==> src/rtl/thor2023_stlb_state_ctrl.sv <==
// STLB sequencer: reset walk, periodic LRU aging passes and invalidate-all sweeps
// that drive the downstream address/data staging stage.
package thor2023_stlb_pkg;
   typedef enum logic [3:0] {
      ST_RST     = 4'd0,
      ST_RUN     = 4'd1,
      ST_AGE1    = 4'd2,
      ST_AGE2    = 4'd3,
      ST_AGE3    = 4'd4,
      ST_AGE4    = 4'd5,
      ST_INVALL1 = 4'd6,
      ST_INVALL2 = 4'd7,
      ST_INVALL3 = 4'd8,
      ST_INVALL4 = 4'd9
   } tlb_state_t;
endpackage

module thor2023_stlb_state_ctrl
   import thor2023_stlb_pkg::*;
#(
   parameter int ENTRIES     = 1024,
   parameter int LOG_ENTRIES = $clog2(ENTRIES)
) (
   input  logic                   clk,
   input  logic                   rst,
   input  logic                   lookup_active,
   input  logic                   age_tick,
   input  logic                   invall_req,
   output tlb_state_t             state,
   output logic [LOG_ENTRIES-1:0] rcount,
   output logic [LOG_ENTRIES-1:0] inv_count,
   output logic [5:0]             master_count,
   output logic                   busy,
   output logic                   invall_done
);

   localparam logic [LOG_ENTRIES-1:0] ROW_LAST = LOG_ENTRIES'(ENTRIES - 1);
   localparam logic [LOG_ENTRIES-1:0] ROW_ONE  = LOG_ENTRIES'(1);
   localparam logic [LOG_ENTRIES-1:0] ROW_ZERO = LOG_ENTRIES'(0);

   logic age_pend_r;
   logic inv_pend_r;

   // Sequencer FSM with registered indices, age stamp, busy and done pulse
   always_ff @(posedge clk or negedge rst) begin
      if (!rst) begin
         state        <= ST_RST;
         rcount       <= ROW_ZERO;
         inv_count    <= ROW_ZERO;
         master_count <= 6'd0;
         busy         <= 1'b1;
         invall_done  <= 1'b0;
         age_pend_r   <= 1'b0;
         inv_pend_r   <= 1'b0;
      end else begin
         invall_done <= 1'b0;
         // Requests latch here; a sweep start below overrides with a clear
         if (age_tick) begin
            age_pend_r <= 1'b1;
         end else begin
            age_pend_r <= age_pend_r;
         end
         if (invall_req) begin
            inv_pend_r <= 1'b1;
         end else begin
            inv_pend_r <= inv_pend_r;
         end

         case (state)
            ST_RST: begin
               if (rcount == ROW_LAST) begin
                  state  <= ST_RUN;
                  rcount <= ROW_ZERO;
                  busy   <= 1'b0;
               end else begin
                  rcount <= rcount + ROW_ONE;
                  busy   <= 1'b1;
               end
            end
            ST_RUN: begin
               if (lookup_active) begin
                  busy <= 1'b0;
               end else if (inv_pend_r || invall_req) begin
                  state      <= ST_INVALL1;
                  busy       <= 1'b1;
                  inv_pend_r <= 1'b0;
               end else if (age_pend_r || age_tick) begin
                  state      <= ST_AGE1;
                  busy       <= 1'b1;
                  age_pend_r <= 1'b0;
               end else begin
                  busy <= 1'b0;
               end
            end
            ST_AGE1: state <= ST_AGE2;
            ST_AGE2: state <= ST_AGE3;
            ST_AGE3: state <= ST_AGE4;
            ST_AGE4: begin
               if (rcount == ROW_LAST) begin
                  state        <= ST_RUN;
                  rcount       <= ROW_ZERO;
                  busy         <= 1'b0;
                  master_count <= (master_count == 6'd63) ? 6'd63 : master_count + 6'd1;
               end else begin
                  state  <= ST_AGE1;
                  rcount <= rcount + ROW_ONE;
               end
            end
            ST_INVALL1: state <= ST_INVALL2;
            ST_INVALL2: state <= ST_INVALL3;
            ST_INVALL3: state <= ST_INVALL4;
            ST_INVALL4: begin
               if (inv_count == ROW_LAST) begin
                  state        <= ST_RUN;
                  inv_count    <= ROW_ZERO;
                  master_count <= 6'd0;
                  invall_done  <= 1'b1;
                  busy         <= 1'b0;
               end else begin
                  state     <= ST_INVALL1;
                  inv_count <= inv_count + ROW_ONE;
               end
            end
            default: begin
               state     <= ST_RUN;
               rcount    <= ROW_ZERO;
               inv_count <= ROW_ZERO;
               busy      <= 1'b0;
            end
         endcase
      end
   end

endmodule

==> config.mk <==
export PLATFORM = sky130hd
export DESIGN_NAME = thor2023_stlb_state_ctrl
export DESIGN_NICKNAME = d
export VERILOG_FILES = /design/src/rtl/thor2023_stlb_state_ctrl.sv
export SDC_FILE = /design/constraint.sdc
export NUM_CORES = 1
export LEC_CHECK = 0
export ABC_CLOCK_PERIOD_IN_PS = 2600
export CAP_MARGIN = 15
export CORE_MARGIN = 2
export CORE_UTILIZATION = 45
export CTS_CLUSTER_SIZE = 14
export DETAILED_ROUTE_END_ITERATION = 8
export MAX_ROUTING_LAYER = met4
export PLACE_DENSITY = 0.75
export RECOVER_POWER = 25
export SLEW_MARGIN = 0
export SYNTH_ARGS = -nofsm -noshare
export SYNTH_HDL_FRONTEND = slang
export SYNTH_SLANG_ARGS = --single-unit
==> constraint.sdc <==
create_clock -name clk -period 2.6 [get_ports clk]
set_clock_uncertainty 0.15 [all_clocks]
set_input_delay 0.39 -clock clk [delete_from_list [all_inputs] [get_ports clk]]
set_output_delay 0.39 -clock clk [all_outputs]
set_load 0.03 [all_outputs]
==> impl_metrics.json <==
{
  "outcome": "finished, final reports clean",
  "synth_edf_count": 0,
  "fin_nets": 269,
  "drt_iter0_drc": 95,
  "syn_nets": 234,
  "firstDrtPassIters": 4,
  "cts-hold-fix-buffers": 0,
  "coreArea_um2": 4320,
  "clkSinkCount": 34,
  "drv_cap": 0,
  "routabilityCongestion": 0.872,
  "cts_tree": "yes",
  "hold_viol_final": 0,
  "synth.top_cell.area_share": 0.413,
  "die_w_um": 70.7,
  "dpl.hpwl_mm": 3.24,
  "syn_avg_cell_area_um2": 8.85,
  "slew_viol_final": 0,
  "setup_viol": 0,
  "ant_nets": 0,
  "via_per_inst": 5.89,
  "setup-tns-final_ps": 0,
  "ios": 37,
  "yosys.area.top_type": "dfrtp_1",
  "critPathCaptureType": "output pin",
  "path_clk_slew_ps": 70,
  "final_util": 0.574,
  "grt_use_met3": 0.0470,
  "worst_pin_slew_ps": 928,
  "max_stage_delay_ps": 790,
  "relSlewSlack": 0.381,
  "die_area_um2": 4990,
  "rsz0062_at_grt": "false",
  "ys_ff_latch": 34,
  "grt_first_pass_wirelength_mm": 7.48,
  "start_util": 0.463,
  "postCtsSetupBuffers": 0,
  "area_delta_synth_final_pct": 24.0,
  "wl_per_cell_um": 14.3,
  "leakage_nw": 0.979,
  "drive_gt1_frac": 0.0725,
  "cp_max_fo": 23,
  "peakVddDrop_mv": 0.241,
  "grt_max_degree": 35,
  "gr-total-overflow": 0,
  "syn_inst": 226,
  "die_y_um": 70.7,
  "worst-path-buf-inv": 1,
  "yosysSeqAreaShare": 0.426,
  "drc": 0,
  "totalWireLength_mm": 4.50,
  "crit_type": "flip-flop to output pin",
  "ctsRootBufferMaster": "clkbuf_8",
  "cp_slowest_cell": "clkdlybuf4s50_1",
  "grt_pass1_vias": 1619,
  "grt_use_met1": 0.263,
  "rows": 24,
  "required_ps": 2060,
  "dpl-instance-area_um2": 2400,
  "portBuffers": 36,
  "cp_top_family": "buffers and inverters",
  "vias": 1850,
  "cts.path.max_buffers": 2,
  "numCtsBuffers": 5,
  "synth-async-reset-ratio": 1.00,
  "grt_antenna_before_repair": 0,
  "hp-class": "flip-flop to flip-flop",
  "grt_util_met2": 0.283,
  "crit_path_start_kind": "flip-flop",
  "min_period_ps": 2350,
  "pwr_density_cell_nw_per_um2": 369,
  "post-route-period-util": 0.905,
  "finish.instance_area_um2": 2480,
  "cp_cell_sequence": "clkdlybuf4s50_1",
  "fmax_mhz": 425,
  "yosysWarningCount": 0,
  "synth_ff_type": "dfrtp_1",
  "ctsResizeCount": 0,
  "synth_top_cells_by_area": "dfrtp_1 (41%), a21oi_1 (5.0%), o21ai_0 (4.0%), nand2_1 (3.9%), nor2_1 (3.0%)",
  "grt_usage": 0.192,
  "num_antenna_cells": 0,
  "yosysUniqueCellTypes": 48,
  "syn_area_um2": 2000,
  "p_total_mw": 0.916,
  "clk_latency_ps": 280,
  "htreeDepth": 2,
  "grt.busiest_layer": "met2",
  "worstPathArrival_ps": 1810
}
==> synthesized netlist by cell type, types with 5 or more instances <==
cell	instances
clkbuf_1	5
buf_2	6
nor3_1	9
a21oi_1	20
o31ai_1	7
or4_1	7
and4_1	6
nand3_1	6
inv_1	9
nor4_1	6
a31oi_1	6
dfrtp_1	33
nand2_1	21
o21ai_0	16
nor2_1	16
==> final timing paths <==
path	slack, ps	to	cells after the start	start
max in group asynchronous	1200	inv_count[2]$_DFFE_PN0N_	2	rst
min in group asynchronous	580	state[3]$_DFFE_PN0P_	2	rst
max reg2reg	370	rcount[8]$_DFFE_PN0N_	4	state[2]$_DFFE_PN0P_
max	250	state[3]	1	state[3]$_DFFE_PN0P_
min	380	inv_count[9]$_DFFE_PN0N_	1	inv_count[9]$_DFFE_PN0N_
min reg2reg	380	inv_count[9]$_DFFE_PN0N_	1	inv_count[9]$_DFFE_PN0N_
==> layout make-up <==
class | instances | area [um^2]
Inverter | 9 | 33.8
Sequential cell | 34 | 852
Tap cell | 52 | 65.1
Timing Repair Buffer | 40 | 388
Multi-Input combinational cell | 171 | 1060
Fill cell | 424 | 1840
Clock buffer | 8 | 80.1
==> metrics by stage <==
stage	setup slack, ps	cells	hold WS, ps
6_report	246	314	376
3_3_place_gp	471	306	359
3_5_place_dp	414	306	365
4_1_cts	251	314	376
5_1_grt	149	314	408
2_1_floorplan	584	226	-55.6
==> cell families (layout without fill, tap and decap cells) <==
family          count (synthesis)  in the layout  share of synthesized area
flops                          34             34                      0.426
simple gates                  101            101                      0.295
mux                             1              1                    0.00563
buf+inv                        21             57                     0.0432
compound gates                 62             62                      0.194
fa+ha+maj                       3              3                     0.0188
xor+xnor                        4              4                     0.0175
==> routing by layer <==
| metal | wire, um | vias up |
|---|---|---|
| met2 | 2010 | 40 |
| met5 | 0 | - |
| met3 | 222 | 6 |
| met4 | 59 | 0 |
| li1 | - | 920 |
| met1 | 2200 | 884 |
==> power breakdown <==
part	leakage (nW)	switching, mW	total [mW]	internal, mW
Sequential	0.437	0.0000000000000000633	0.529	0.529
Combinational	0.502	0.0124	0.0182	0.00584
Clock	0.0395	0.178	0.368	0.190
Total	0.979	0.191	0.916	0.725
==> flip-flops by register name, indices dropped and copies added (netlist names) <==
name	flops
inv_count	10
busy	1
invall_done	1
master_count	6
inv_pend_r	1
state	4
age_pend_r	1
rcount	10
==> cell usage in the layout (no fill, tap or decap), types with 3 or more instances in the layout <==
master and n:
a21oi_1 20, a31oi_1 6, and4_1 6, buf_4 3
clkbuf_1 3, clkbuf_8 5, clkdlybuf4s50_1 35, dfrtp_1 33
ha_1 3, inv_1 9, nand2_1 21, nand2b_1 3
nand3_1 6, nand4_1 4, nor2_1 16, nor3_1 9
nor4_1 6, o21ai_0 16, o31ai_1 7, or4_1 7
xnor2_1 4
Power figures use the tool's default switching activity.
